$ cat config.mk
export PLATFORM = sky130hd
export DESIGN_NAME = laser500_mapper
export DESIGN_NICKNAME = d
export VERILOG_FILES = /design/src/rtl/laser500_pkg.sv /design/src/rtl/laser500_bankreg.sv /design/src/rtl/laser500_mapper.sv
export SDC_FILE = /design/constraint.sdc
export NUM_CORES = 1
export LEC_CHECK = 0
export ABC_CLOCK_PERIOD_IN_PS = 7300
export BUFFER_PORTS_ARGS = -buffer_cell sky130_fd_sc_hd__buf_2
export CORE_MARGIN = 2
export CORE_UTILIZATION = 30
export DETAILED_ROUTE_END_ITERATION = 16
export PLACE_DENSITY = 0.57
export REMOVE_ABC_BUFFERS = 1
export SETUP_SLACK_MARGIN = 0.2
export SLEW_MARGIN = 20
export SYNTH_ARGS = -nofsm -noshare
export SYNTH_HDL_FRONTEND = slang
export SYNTH_SLANG_ARGS = --single-unit
$ cat constraint.sdc
create_clock -name F14M -period 7.3 [get_ports F14M]
set_clock_uncertainty 0.05 [all_clocks]
set_input_delay 0.73 -clock F14M [delete_from_list [all_inputs] [get_ports F14M]]
set_output_delay 0.73 -clock F14M [all_outputs]
set_load 0.02 [all_outputs]
$ cat src/rtl/laser500_pkg.sv
// Shared types and defaults for the Laser500 memory mapper: FSM states, I/O defaults, log2 helper.
package laser500_pkg;

  typedef enum logic [1:0] {
    ST_IDLE  = 2'd0,
    ST_REQ   = 2'd1,
    ST_HOLD  = 2'd2,
    ST_IOACC = 2'd3
  } map_state_t;

  localparam logic [7:0] IO_BASE_DEF = 8'h40;
  localparam int         IO_PAGE_DEF = 2;

  function automatic int clog2(input int v);
    int r;
    r = 0;
    for (int i = 0; i < 31; i++) begin
      if ((1 << i) < v) r = i + 1;
    end
    return r;
  endfunction

endpackage

$ cat src/rtl/laser500_bankreg.sv
// Bank register file with I/O port decode: one write per OUT cycle, combinational IN readback.
// Latency: OUT lands two clocks after the raw strobes fall; no backpressure (the CPU bus never stalls here).
module laser500_bankreg
  import laser500_pkg::*;
#(
  parameter int         NUM_SLOTS = 4,
  parameter int         PAGE_BITS = 4,
  parameter logic [7:0] IO_BASE   = IO_BASE_DEF
) (
  input  logic                           i_clk,
  input  logic                           i_rst_n,
  input  logic                           i_iorq_n,
  input  logic                           i_rd_n,
  input  logic                           i_wr_n,
  input  logic                           i_m1_n,
  input  logic [7:0]                     i_port,
  input  logic [PAGE_BITS-1:0]           i_dat,
  output logic                           o_rd_vld,
  output logic [7:0]                     o_rd_dat,
  output logic [NUM_SLOTS*PAGE_BITS-1:0] o_bank_q
);

  localparam int SLOT_W = clog2(NUM_SLOTS);

  logic [PAGE_BITS-1:0] r_bank [NUM_SLOTS];
  logic                 r_io_wr_d;
  logic [7:0]           w_ofs;
  logic [SLOT_W-1:0]    w_idx;
  logic                 w_hit;
  logic                 w_io_wr;

  assign w_ofs   = i_port - IO_BASE;
  assign w_hit   = (w_ofs < 8'(NUM_SLOTS));
  assign w_idx   = w_ofs[SLOT_W-1:0];
  assign w_io_wr = !i_iorq_n && !i_wr_n && i_m1_n && w_hit;

  // Rising edge of the decoded write so a long OUT cycle updates the register once.
  always_ff @(posedge i_clk or negedge i_rst_n) begin
    if (!i_rst_n) begin
      r_io_wr_d <= 1'b0;
      for (int i = 0; i < NUM_SLOTS; i++) r_bank[i] <= PAGE_BITS'(i);
    end else begin
      r_io_wr_d <= w_io_wr;
      if (w_io_wr && !r_io_wr_d) r_bank[w_idx] <= i_dat;
    end
  end

  assign o_rd_vld = !i_iorq_n && !i_rd_n && i_m1_n && w_hit;
  assign o_rd_dat = 8'(r_bank[w_idx]);

  for (genvar g = 0; g < NUM_SLOTS; g++) begin : g_flat
    assign o_bank_q[g*PAGE_BITS +: PAGE_BITS] = r_bank[g];
  end

endmodule

$ cat src/rtl/laser500_mapper.sv
// CPU->SDRAM bank mapper with WAIT_n and download muxing; sd_req one clock after start, data one clock after sd_ack.
// CPU is stalled via cpu_wait_n while sd_req waits for sd_ack; LASER500_MAPPER_ROMPROT_EN blocks CPU ROM writes.
module laser500_mapper
  import laser500_pkg::*;
#(
  parameter int         NUM_SLOTS = 4,
  parameter int         PAGE_BITS = 4,
  parameter int         PHYS_AW   = 25,
  parameter logic [7:0] IO_BASE   = IO_BASE_DEF,
  parameter int         IO_PAGE   = IO_PAGE_DEF,
  parameter int         ROM_PAGES = 4
) (
  input  logic                           F14M,
  input  logic                           RESET_n,
  input  logic [15:0]                    cpu_addr,
  input  logic [7:0]                     cpu_dout,
  input  logic                           cpu_mreq_n,
  input  logic                           cpu_iorq_n,
  input  logic                           cpu_rd_n,
  input  logic                           cpu_wr_n,
  input  logic                           cpu_m1_n,
  output logic [7:0]                     cpu_din,
  output logic                           cpu_wait_n,
  input  logic                           dl_active,
  input  logic [PHYS_AW-1:0]             dl_addr,
  input  logic [7:0]                     dl_data,
  input  logic                           dl_wr,
  output logic                           sd_req,
  output logic                           sd_we,
  output logic [PHYS_AW-1:0]             sd_addr,
  output logic [7:0]                     sd_din,
  input  logic                           sd_ack,
  input  logic [7:0]                     sd_dout,
  output logic                           io_sel,
  input  logic [7:0]                     io_din,
  output logic [NUM_SLOTS*PAGE_BITS-1:0] bank_q
);

  localparam int SLOT_W = clog2(NUM_SLOTS);
  localparam int OFS_W  = 16 - SLOT_W;
`ifdef LASER500_MAPPER_ROMPROT_EN
  localparam bit ROMPROT = 1'b1;
`else
  localparam bit ROMPROT = 1'b0;
`endif

  map_state_t           r_state, w_state_nxt;
  logic                 r_mreq_n, r_iorq_n, r_rd_n, r_wr_n, r_m1_n;
  logic                 r_armed, r_is_dl;
  logic                 r_sd_we;
  logic [PHYS_AW-1:0]   r_sd_addr, r_dl_addr;
  logic [7:0]           r_sd_din, r_cpu_din, r_dl_data;
  logic                 r_dl_full;
  logic [PAGE_BITS-1:0] w_bank [NUM_SLOTS];
  logic [SLOT_W-1:0]    w_slot;
  logic [PAGE_BITS-1:0] w_page;
  logic [PHYS_AW-1:0]   w_phys;
  logic                 w_cpu_start, w_rom_blk, w_cpu_take, w_go_cpu, w_go_dl;
  logic                 w_io_rd_vld;
  logic [7:0]           w_io_rd_dat;

  laser500_bankreg #(
    .NUM_SLOTS (NUM_SLOTS),
    .PAGE_BITS (PAGE_BITS),
    .IO_BASE   (IO_BASE)
  ) u_bankreg (
    .i_clk    (F14M),
    .i_rst_n  (RESET_n),
    .i_iorq_n (r_iorq_n),
    .i_rd_n   (r_rd_n),
    .i_wr_n   (r_wr_n),
    .i_m1_n   (r_m1_n),
    .i_port   (cpu_addr[7:0]),
    .i_dat    (cpu_dout[PAGE_BITS-1:0]),
    .o_rd_vld (w_io_rd_vld),
    .o_rd_dat (w_io_rd_dat),
    .o_bank_q (bank_q)
  );

  for (genvar g = 0; g < NUM_SLOTS; g++) begin : g_bank
    assign w_bank[g] = bank_q[g*PAGE_BITS +: PAGE_BITS];
  end

  assign w_slot = cpu_addr[15 -: SLOT_W];
  assign w_page = w_bank[w_slot];
  assign w_phys = PHYS_AW'({w_page, cpu_addr[OFS_W-1:0]});

  // Armed while mreq is high, so a late wr_n still starts exactly one access per memory cycle.
  assign w_cpu_start = r_armed && !r_mreq_n && (!r_rd_n || !r_wr_n) && !dl_active;
  assign w_rom_blk   = ROMPROT && !r_wr_n && (int'(w_page) < ROM_PAGES);

  always_ff @(posedge F14M or negedge RESET_n) begin
    if (!RESET_n) r_state <= ST_IDLE;
    else          r_state <= w_state_nxt;
  end

  always_comb begin
    w_state_nxt = r_state;
    w_cpu_take  = 1'b0;
    w_go_cpu    = 1'b0;
    w_go_dl     = 1'b0;
    case (r_state)
      ST_IDLE: begin
        if (r_dl_full) begin
          w_state_nxt = ST_REQ;
          w_go_dl     = 1'b1;
        end else if (w_cpu_start) begin
          w_cpu_take = 1'b1;
          if (w_page == PAGE_BITS'(IO_PAGE)) begin
            w_state_nxt = ST_IOACC;
          end else if (w_rom_blk) begin
            w_state_nxt = ST_HOLD;
          end else begin
            w_state_nxt = ST_REQ;
            w_go_cpu    = 1'b1;
          end
        end
      end
      ST_REQ:   if (sd_ack) w_state_nxt = r_is_dl ? ST_IDLE : ST_HOLD;
      ST_HOLD,
      ST_IOACC: if (r_mreq_n) w_state_nxt = ST_IDLE;
      default:  w_state_nxt = ST_IDLE;
    endcase
  end

  always_ff @(posedge F14M or negedge RESET_n) begin
    if (!RESET_n) begin
      r_mreq_n  <= 1'b1;
      r_iorq_n  <= 1'b1;
      r_rd_n    <= 1'b1;
      r_wr_n    <= 1'b1;
      r_m1_n    <= 1'b1;
      r_armed   <= 1'b0;
      r_is_dl   <= 1'b0;
      r_sd_we   <= 1'b0;
      r_sd_addr <= '0;
      r_sd_din  <= '0;
      r_cpu_din <= 8'hFF;
      r_dl_full <= 1'b0;
      r_dl_addr <= '0;
      r_dl_data <= '0;
    end else begin
      r_mreq_n <= cpu_mreq_n;
      r_iorq_n <= cpu_iorq_n;
      r_rd_n   <= cpu_rd_n;
      r_wr_n   <= cpu_wr_n;
      r_m1_n   <= cpu_m1_n;
      if (r_mreq_n)        r_armed <= 1'b1;
      else if (w_cpu_take) r_armed <= 1'b0;
      if (w_go_cpu) begin
        r_is_dl   <= 1'b0;
        r_sd_we   <= !r_wr_n;
        r_sd_addr <= w_phys;
        r_sd_din  <= cpu_dout;
      end else if (w_go_dl) begin
        r_is_dl   <= 1'b1;
        r_sd_we   <= 1'b1;
        r_sd_addr <= r_dl_addr;
        r_sd_din  <= r_dl_data;
      end
      if (r_state == ST_REQ && sd_ack && !r_is_dl && !r_sd_we) r_cpu_din <= sd_dout;
      // The buffer slot frees as its write issues, so a back-to-back dl_wr is still taken.
      if (w_go_dl) r_dl_full <= 1'b0;
      if (dl_wr && (!r_dl_full || w_go_dl)) begin
        r_dl_full <= 1'b1;
        r_dl_addr <= dl_addr;
        r_dl_data <= dl_data;
      end
    end
  end

  assign sd_req     = (r_state == ST_REQ);
  assign sd_we      = r_sd_we;
  assign sd_addr    = r_sd_addr;
  assign sd_din     = r_sd_din;
  assign io_sel     = (r_state == ST_IOACC);
  assign cpu_wait_n = !(w_go_cpu || (r_state == ST_REQ && !r_is_dl));

  always_comb begin
    cpu_din = r_cpu_din;
    if (r_state == ST_IOACC) cpu_din = io_din;
    else if (w_io_rd_vld)    cpu_din = w_io_rd_dat;
  end

endmodule

==> metrics.txt <==
outcome finished clean; Startpoint Class input pin; Layout Nets 551; Seq/Total Area, Yosys 0.5786; FILL cells 1460; number of flops mapped to enable cells by yosys 0; Clk network pwr share 0.250; Core Region 14530 um2; DR vias 3274; Util after Layout 0.3902; initial antenna violation count 1; Net Sw Frac 0.3351; largest family of logic cells by synthesized area multiplexers; die width 125.8 um; CP dominant cell by count buf_2; Post-Synthesis Cells 330; top_reg_cell synth dfrtp_1; layout cells sized above 1 0.5222; die area 15820 um2; CP max FO 19; worst path arrival time 2.99 ns; Pint 1.429 mW; GR Util met3 0.05310; final HPWL from detailed placement 8274 um; final hold vios 0; sequential share of power 0.415; Psw 0.7201 mW; Post-Syn Area per Cell 13.48 um2; met2 usage 0.2461; TritonCTS clock tree built; DR WL/cell 17.71 um; clk root buf clkbuf_16; CP startpoint cpu_addr[14]; Clk Latency, worst-skew pair 0.35 ns; initial DRC count 85; drt first pass iters 4; area grow syn2layout 27.48%; GRT overflow 0; global-route wire length before repair 18220 um; # Max-Cap Violations 0; FP Rows 44; final wirelength 11660 um; XOR/XNOR Fraction of Synth Area 0; Die H 125.8 um; maximum clock insertion buffer count 2; Via density 4.976; Hold Crit Class in2async; max-slew violations 0; TNS Setup 0 ns; TritonCTS buffer count 9; Setup violations, final 0; number of port buffers 143; Antenna Nets Post-Route 0; Slowest-stage cell, CP or4b_1; Max IR drop VDD 154.0 uV; RR Startpoint u_bankreg.o_bank_q[6]; Synth Area in Adders 0; cell area after layout 5670 um2; post-CTS setup buffer count 0; leakage 2.768 nW; Compound-Gate Fraction of Synth Area 0.09058; Final GP Congestion 0.7406; Crit. End Element output port; Synth top area share 0.4782; placed inst area 5318 um2; Final Power 2.149 mW; ys async rst share 1.000; routing usage on met1 0.1884; top post-synthesis cells by area dfrtp_1 48%, mux2_2 14%, dfstp_2 10%; Gate power share 0.335; Synth Area in Simple Gates 0.1055; Max Fclk 265.4 MHz; slowest stage delay, CP 0.86 ns; CTS Hold Bufs 0; Post-Synthesis Cell Area 4448 um2; crit share post-route 0.5161; TritonCTS Sinks 102; most used routing layer in global routing met2; Slew HR 0.4195; Initial Util 0.3060; DRC violations left 0; CP required 6.52 ns; largest net degree at the start of global routing 61; # IOs 144; biggest area consumer among synthesized cells dfrtp_1; CP bufs+invs 2; Pwr per Cell Area 379.0 nW/um2; min Tclk post-route 3.768 ns; CP top delay family simple AND/OR/NAND/NOR gates; mux contribution to synthesized area 0.1994; Synth Warn # 0; worst path cell trace buf_2 -> mux4_1 -> or4b_1 -> and2_4 -> nor2_1 -> buf_2; Fin Hold WS 0.3298 ns; actual slew at the worst max-slew pin 0.8676 ns; post_cts resized 0; number of synthesized register bits 102; RSZ-0062 raised after global routing no; overall global routing resource usage 0.1494; Worst Path Class, Setup in2out; Yosys cell types 40; vias in the first global route 3346; CTS clk-pin slew, worst paths 0.06 ns; H-tree levels 3
layout by cell type (no fill, tap or decap), drive strengths merged, types with 5 or more instances in the layout:
cell type  count
mux2i          5
inv            5
a221o         23
mux4           8
clkbuf        13
nor2           8
and3          24
nand2         32
dfrtp         85
nor3           6
buf          146
dfstp         17
mux2          57
o21ai         15
kinds of logic after synthesis:
group / count (synthesis)
muxes: 70
DFF: 102
buffers and inverters: 24
AOI/OAI and AO/OA: 49
and+or+nand+nor: 85
cells in the mapped netlist (3+ instances only):
cell,number
buf_1,3
dfrtp_1,85
clkbuf_1,10
o21ai_0,15
mux2_2,56
a221o_1,23
dfstp_2,17
nor3_2,4
o2bb2ai_1,3
inv_1,5
a22oi_1,3
and3_1,24
nor2_1,8
mux4_2,4
mux2i_1,5
mux4_1,4
nand2_1,32
worst paths after layout:
path,endpoint,slack (ns),cells after the start
min,u_bankreg.o_bank_q[2],0.33,1
min in group F14M,r_mreq_n,0.42,1
max,cpu_wait_n,3.53,6
max in group asynchronous,r_dl_addr[18],5.72,2
min reg2reg,sd_addr[23],0.43,2
max reg2reg,sd_addr[7],4.32,4
sequential cells by signal, indices dropped and copies added, names as in the netlist, 2 cells and up:
register            flops
r_dl_data               8
r_cpu_din               8
sd_din                  8
u_bankreg.o_bank_q     16
r_dl_addr              25
r_state                 2
sd_addr                25
final cells by class:
| class | count | area [um2] | share of cell area |
|---|---|---|---|
| inverters | 5 | 18.77 | 0.003310 |
| repair buffers | 146 | 748.2 | 0.1320 |
| clock inverters | 3 | 65.06 | 0.01147 |
| flip-flops and latches | 102 | 2574 | 0.4539 |
| clock buffers | 13 | 270.3 | 0.04766 |
| multi-input cells | 204 | 1762 | 0.3107 |
| diodes | 1 | 2.502 | 0.0004413 |
| well taps | 184 | 230.2 | 0.04060 |
metal layers:
metal | part of all wire | wire length (um)
met1 | 0.44 | 5090
met2 | 0.48 | 5653
met3 | 0.067 | 777
met4 | 0.012 | 136
met5 | 0 | 0
power groups by stage:
stage	Sequential, mW	Clock [mW]	Combinational (mW)
after global placement	0.896	0	0.704
after global routing	0.918	0.580	0.783
final	0.892	0.538	0.719
after detailed placement	0.902	0	0.721
after floorplan	0.981	0	0.375
after CTS	0.894	0.555	0.720
worst reg2reg max path: stages, from the launching register on:
cell and delay, ns:
dfrtp_1 0.42, mux4_1 0.57, or4b_1 0.86, a21oi_4 0.75
a221o_1 0.27
stage by stage:
stage                     setup slack [ns]  instances
final                                3.532        658
after global routing                 3.439        657
after CTS                            3.530        656
after detailed placement             3.531        640
after global placement               3.565        640
after floorplan                      3.949        311
(Power assumes the default switching activity.)
